===== src/rtl/fetch_pc_unit.sv =====
// -----------------------------------------------------------------------------
// fetch_pc_unit
//   IF-stage fetch PC owner and IF/ID pipeline register. Consumes the EX-stage
//   redirect pair (PcSel/BrPC), honours load-use stalls and instruction-memory
//   wait states, and drives the ID/EX flush that squashes wrong-path work.
//
//   Optional feature macro: BR_MISALIGN_TRAP_EN
//     defined   : a redirect whose target has BrPC[1:0]!=0 goes to TRAP_VEC
//                 and raises MisalignTrap for exactly one cycle.
//     undefined : BrPC[1:0] are forced to 2'b00 on load; MisalignTrap is 0.
//
// Ports
//   clk          in   1     clock, rising edge
//   reset        in   1     asynchronous, active-low reset
//   PcSel        in   1     redirect request from EX
//   BrPC         in   32    redirect target (bits above PC_W ignored)
//   Stall        in   1     load-use stall: hold PC, IF/ID and state
//   ImemReady    in   1     imem data valid for Pc this cycle
//   ImemData     in   32    imem read data at Pc
//   Pc           out  PC_W  current fetch address
//   IfId_Pc      out  PC_W  PC of instruction held in IF/ID
//   IfId_Instr   out  32    instruction held in IF/ID
//   IfId_Valid   out  1     IF/ID holds a real (non-bubble) instruction
//   FlushIdEx    out  1     combinational: load a bubble into ID/EX
//   MisalignTrap out  1     registered one-cycle pulse (macro build only)
// -----------------------------------------------------------------------------
module fetch_pc_unit #(
  parameter int unsigned     PC_W      = 9,
  parameter logic [31:0]     NOP_INSTR = 32'h0000_0013,
  parameter logic [PC_W-1:0] TRAP_VEC  = '0
) (
  input  logic            clk,
  input  logic            reset,
  input  logic            PcSel,
  input  logic [31:0]     BrPC,
  input  logic            Stall,
  input  logic            ImemReady,
  input  logic [31:0]     ImemData,
  output logic [PC_W-1:0] Pc,
  output logic [PC_W-1:0] IfId_Pc,
  output logic [31:0]     IfId_Instr,
  output logic            IfId_Valid,
  output logic            FlushIdEx,
  output logic            MisalignTrap
);

  typedef enum logic [1:0] {
    ST_BOOT  = 2'd0,
    ST_FETCH = 2'd1,
    ST_WAIT  = 2'd2
  } state_t;

  state_t state, state_nxt;

  logic [PC_W-1:0] pc_p0,         pc_nxt;
  logic [PC_W-1:0] ifid_pc_p1,    ifid_pc_nxt;
  logic [31:0]     ifid_instr_p1, ifid_instr_nxt;
  logic            vld_p1,        vld_nxt;
  logic            redirect;

  // Address bits above the fetch window never influence the PC.
  logic unused_bits;
  assign unused_bits = ^{BrPC[31:PC_W], TRAP_VEC};

  // Sequential fetch advance; wraps modulo 2^PC_W with no flag.
  function automatic logic [PC_W-1:0] pc_incr(input logic [PC_W-1:0] pc);
    return pc + PC_W'(4);
  endfunction

  // Where a redirect lands. Misaligned targets either trap or are word-aligned.
  function automatic logic [PC_W-1:0] redirect_target(input logic [PC_W-1:0] br);
`ifdef BR_MISALIGN_TRAP_EN
    if (br[1:0] != 2'b00) return TRAP_VEC;
    return br;
`else
    return br & ~PC_W'(3);
`endif
  endfunction

  // PcSel arriving while the unit is still booting is not acted on.
  assign redirect  = PcSel && (state != ST_BOOT);
  assign FlushIdEx = redirect;

`ifdef BR_MISALIGN_TRAP_EN
  logic trap_nxt, trap_p1;
  assign trap_nxt = redirect && (BrPC[1:0] != 2'b00);
`endif

  always_comb begin
    state_nxt      = state;
    pc_nxt         = pc_p0;
    ifid_pc_nxt    = ifid_pc_p1;
    ifid_instr_nxt = ifid_instr_p1;
    vld_nxt        = vld_p1;

    unique case (state)
      ST_BOOT: begin
        // One settling cycle: nothing committed, IF/ID shows a bubble.
        ifid_instr_nxt = NOP_INSTR;
        vld_nxt        = 1'b0;
        state_nxt      = ST_FETCH;
      end
      default: begin
        // FETCH and WAIT share one decision ladder; they differ only in
        // which state is recorded while imem is not ready.
        if (redirect) begin
          // The wrong-path word at the old Pc is dropped even if ready.
          pc_nxt         = redirect_target(BrPC[PC_W-1:0]);
          ifid_instr_nxt = NOP_INSTR;
          vld_nxt        = 1'b0;
          state_nxt      = ST_FETCH;
        end else if (Stall) begin
          state_nxt = state;
        end else if (!ImemReady) begin
          ifid_instr_nxt = NOP_INSTR;
          vld_nxt        = 1'b0;
          state_nxt      = ST_WAIT;
        end else begin
          ifid_pc_nxt    = pc_p0;
          ifid_instr_nxt = ImemData;
          vld_nxt        = 1'b1;
          pc_nxt         = pc_incr(pc_p0);
          state_nxt      = ST_FETCH;
        end
      end
    endcase
  end

  // ---- IF stage: fetch PC and control state ----
  always_ff @(posedge clk or negedge reset) begin
    if (!reset) begin
      state <= ST_BOOT;
      pc_p0 <= '0;
    end else begin
      state <= state_nxt;
      pc_p0 <= pc_nxt;
    end
  end

  // ---- IF/ID boundary ----
  always_ff @(posedge clk or negedge reset) begin
    if (!reset) begin
      ifid_pc_p1    <= '0;
      ifid_instr_p1 <= NOP_INSTR;
      vld_p1        <= 1'b0;
    end else begin
      ifid_pc_p1    <= ifid_pc_nxt;
      ifid_instr_p1 <= ifid_instr_nxt;
      vld_p1        <= vld_nxt;
    end
  end

`ifdef BR_MISALIGN_TRAP_EN
  always_ff @(posedge clk or negedge reset) begin
    if (!reset) trap_p1 <= 1'b0;
    else        trap_p1 <= trap_nxt;
  end
  assign MisalignTrap = trap_p1;
`else
  assign MisalignTrap = 1'b0;
`endif

  assign Pc         = pc_p0;
  assign IfId_Pc    = ifid_pc_p1;
  assign IfId_Instr = ifid_instr_p1;
  assign IfId_Valid = vld_p1;

endmodule

===== config.mk =====
export PLATFORM = sky130hd
export DESIGN_NAME = fetch_pc_unit
export DESIGN_NICKNAME = d
export VERILOG_FILES = /design/src/rtl/fetch_pc_unit.sv
export SDC_FILE = /design/constraint.sdc
export NUM_CORES = 1
export LEC_CHECK = 0
export CORE_ASPECT_RATIO = 0.6
export CORE_MARGIN = 4
export CORE_UTILIZATION = 37
export CTS_CLUSTER_DIAMETER = 200
export DETAILED_ROUTE_END_ITERATION = 6
export PLACE_DENSITY = 0.78
export SYNTH_ARGS = -nofsm -noshare
export SYNTH_HDL_FRONTEND = slang
export SYNTH_SLANG_ARGS = --single-unit
export TNS_END_PERCENT = 10

===== constraint.sdc =====
create_clock -name clk -period 1.77 [get_ports clk]
set_input_delay 0.177 -clock clk [delete_from_list [all_inputs] [get_ports clk]]
set_output_delay 0.177 -clock clk [all_outputs]
set_load 0.05 [all_outputs]

Word level (Yosys, flattened, before mapping)
Cells that the tools add are included.
{"block": "op_classes", "n_addsub": 1, "n_reduce_logical": 6, "muxes": 15, "eq_ne": 2, "bitwise_logic": 3}
{"cell": "$mux 32", "n": 4}
{"cell": "$mux 9", "n": 3}
{"cell": "$add 9x3->9 const B", "n": 1}
{"cell": "$mux 2", "n": 4}
{"cell": "$mux 1", "n": 4}
{"cell": "$reduce_and 4->1", "n": 1}
{"cell": "$reduce_bool 2->1", "n": 2}
{"cell": "$ne 3x1->1 const B", "n": 1}
{"cell": "$not 1->1", "n": 3}
{"cell": "$reduce_and 3->1", "n": 1}
{"cell": "$logic_not 2->1", "n": 1}
{"cell": "$ne 2x1->1 const B", "n": 1}
{"cell": "$logic_and 1x1->1", "n": 1}
{"block": "word_totals", "wordCells": 32, "out_inout_bits": 53, "regBits": 53, "in_bits": 69}

Logic depth before layout (Yosys ltp)
{"block": "logic_depth", "depth_word": 4, "mapped_depth": 5, "ltp_nobuf": 5}

Least setup slack after synthesis
Ideal clock, no wire load.
{"block": "synth_path", "path_type": "register to register", "from": "reg pc_p0[3] (netlist: Pc[3])", "to": "reg pc_p0[8] (netlist: Pc[8])", "period_less_slack_ns": 1.593, "path_slack_ns": 0.177, "setup_ns": 0.080, "required_ns": 1.690, "path_buffers": 0, "arrival_time_ns": 1.513, "path_stages_with_launch": 6, "cell_sequence": "dfrtp_1 > ha_1 > and3_1 > nand3_1 > a21oi_1 > a2bb2oi_1"}
{"block": "synth_between", "elab_chain_len": 4}
{"element": "start, declared", "line": "55", "source": "logic [PC_W-1:0] pc_p0, pc_nxt;"}
{"element": "start signal, assigned", "line": "136", "source": "pc_p0 <= pc_nxt;"}
{"element": "$add 9x3->9", "line": "67", "source": "return pc + PC_W'(4);"}
{"element": "$mux 9", "line": "114", "source": "end else if (!ImemReady) begin"}
{"element": "$mux 9", "line": "112", "source": "end else if (Stall) begin"}
{"element": "$mux 9", "line": "106", "source": "if (redirect) begin"}
No other way between the ends. The select of a mux whose other input is x is not followed.
A chain may end at the register's enable or synchronous reset.

Worst setup path after layout
{"block": "layout_path", "from": "reg pc_p0[8] (netlist: Pc[8])", "to": "out Pc[8]"}
{"element": "end, declared", "line": "39", "source": "output logic [PC_W-1:0] Pc,"}
No word-level cell between the ends.

==> qor.yml <==
run_status:
  status: "completed"
clock_tree:
  numCtsBuffers: 5
  root_buffer: "clkbuf_8"
  cts_buffer_depth: 2
  clk_pin_slew_ns: 0.09
  cts_tree: "done"
  cts-htree-levels: 2
  insertion_delay_ns: 0.30
  cts.sinks: 49
place:
  port_buffers: 91
  place_congestion: 0.7606
  place_ws_ns: 0.1233
  dp_hpwl_um: 3991
  placed_area_um2: 3023
setup_path:
  end_kind: "output pin"
  required_ns: 1.59
  worstPathMaxFanout: 4
  worstPathCellList: "clkdlybuf4s50_1"
  worstSetupStartpointType: "flip-flop"
  crit_path_top_delay_cell: "clkdlybuf4s50_1"
  worstSetupPathType: "reg -> out"
  worst-path-buf-inv: 1
  reg2reg_depth: 5
  cp.depth: 1
  cpPeakStageDelay_ns: 0.82
  arrival_ns: 1.52
  cp_top_family: "buffers and inverters"
yosys:
  netlist_instances: 154
  yosys.area.top_type_share: 0.5757
  synth-async-reset-ratio: 1.000
  synthDistinctLibCells: 33
  yosys_most_used_dff: "dfrtp_1"
  yosys-top-cells-count: "dfrtp_1 (46), a22o_1 (29), nand2_1 (8), nor2_1 (8)"
  ys.warnings.count: 0
  ys_seq_area_frac: 0.6151
  synth-edff-count: 0
  synthTopCellsByArea: "dfrtp_1 (58%), a22o_1 (13%), dfstp_2 (3.9%)"
  syn_area_per_cell_um2: 12.98
  yosysMostFrequentCell: "dfrtp_1"
  ys_ff_latch: 49
  synth_area_um2: 1999
  synth_top_area_cell: "dfrtp_1"
sta:
  rsz0062_at_grt: "no"
  whs_ns: 0.3995
  slew_violations: 0
  worst_pin_slew_ns: 0.5494
  tns_ns: 0
  timing.final.ws_setup_ns: 0.07190
  skew_ns: 0.009403
  fin_crit_ns: 1.698
  final.period_utilization: 0.9594
  max_clock_freq_ghz: 0.5889
  hold_viol_final: 0
  max_slew_margin: 0.6337
  setup_viol: 0
pwr:
  peakVddDrop_mv: 0.8518
  power_density_nw_per_um2: 1114
  swShare: 0.3679
  power.total_mw: 3.513
  p_leak_nw: 1.394
  seqPwrFrac: 0.399
  p_comb_frac: 0.367
  clkPwrFrac: 0.233
  p_switching_mw: 1.292
  intPower_mw: 2.220
drt:
  vias_per_cell: 5.019
  remaining_drc_errors: 0
  drt_wl_total_um: 5275
  drt_iter0_drc: 86
  vias: 1606
  dr.pass1.iters: 4
  routedWlPerCell_um: 16.48
  ant_nets: 0
floorplanning:
  die_w_um: 102.9
  ios: 122
  die_y_um: 64.94
  start_util: 0.3879
  row_count: 20
  dieArea_um2: 6682
  core_um2: 5155
layout:
  drive_above_1_share: 0.1417
  nNetsFinal: 323
  antenna_cells: 0
  area_delta_synth_final_pct: 57.70
  final_cell_area_um2: 3153
global_route:
  grt_first_pass_wirelength_um: 8307
  grt_pass1_vias: 1662
  globalRoute.totalOverflow: 0
  grt_usage: 0.1616
  grt_max_degree: 31
  antenna_found_initial: 0
hold_path:
  hold_path_class: "in -> async"
run:
  max_cap_violations: 0
[timing repair]
action | CTS | global route
hold buffers | 1 | 0
setup buffers | 0 | 0
hold endpoints to repair | 22 | 0
resized for setup | 1 | 2
setup endpoints to repair | 1 | 2
[metrics by stage]
step	std cells	util
after floorplan	158	-
after global placement	311	0.5864
after detailed placement	311	0.5864
after CTS	320	0.6107
after global routing	320	0.6117
final	320	0.6117
[final cells by class]
type | count | area (um^2)
Timing Repair Buffer | 100 | 1012
Sequential cell | 49 | 1230
Clock buffer | 7 | 86.33
Fill cell | 434 | 2002
Inverter | 2 | 7.507
Clock inverter | 1 | 30.03
Multi-Input combinational cell | 95 | 704.4
Tap cell | 66 | 82.58
[worst paths after layout]
check | from | to | slack, ns
setup / recovery | Pc[8] | Pc[8] | 0.07
hold reg to reg | IfId_Valid | IfId_Valid | 0.49
min in group clk | BrPC[2] | Pc[2] | 0.43
hold / removal | reset | IfId_Instr[13] | 0.40
setup reg to reg | Pc[2] | Pc[8] | 0.34
max in group asynchronous | reset | IfId_Instr[4] | 0.76
[flip-flops by register name (all words and copies together), names as in the netlist]
signal,flops
Pc,7
IfId_Instr,32
state,2
IfId_Valid,1
IfId_Pc,7
[cell families (layout without fill, tap and decap cells)]
family                   Yosys count  after routing  synth area share
AND/OR/NAND/NOR                   32             32           0.08511
AO/OA/AOI/OAI                     49             49            0.2021
multiplexers                       8              8           0.04630
adder cells (fa/ha/maj)            1              1          0.006257
other                              1              5          0.001876
buffers and inverters             14            110           0.04318
flip-flops                        49             49            0.6151
[layout by cell type (no fill, tap or decap), types with 2 or more instances in the layout]
cell type and instances:
a21oi_1 3, a22o_1 29, a2bb2oi_1 5, and3_1 2, buf_12 4, buf_4 11
clkbuf_8 6, clkdlybuf4s50_1 80, conb_1 5, dfrtp_1 46, dfstp_2 3, dlymetal6s2s_1 2
mux2_1 6, nand2_1 8, nand3_1 6, nor2_1 8, nor2_4 2, o21ai_0 2
o21ai_1 2, o22a_1 3, o22ai_1 2
[power by group through the flow]
stage / combinational [mW] / clock, mW / sequential (mW)
5_1_grt: 1.35 / 0.894 / 1.43
3_5_place_dp: 1.30 / 0 / 1.42
4_1_cts: 1.30 / 0.850 / 1.40
2_1_floorplan: 0.284 / 0 / 1.92
6_report: 1.29 / 0.820 / 1.40
3_3_place_gp: 1.29 / 0 / 1.41
[routing by layer]
metal / GRT usage / wire, um
met2: 0.2324 / 2191
met3: 0.06559 / 595
met4: 0.04847 / 48
met5: 0 / 0
met1: 0.2226 / 2439
[worst reg2reg max path: stages, from the launching register on]
cell       delay, ns
dfrtp_1         0.45
ha_1            0.22
and3_1          0.22
nand3_1         0.13
a21oi_1         0.18
a2bb2oi_1       0.17
No activity file was read; power rests on OpenSTA's default activity.
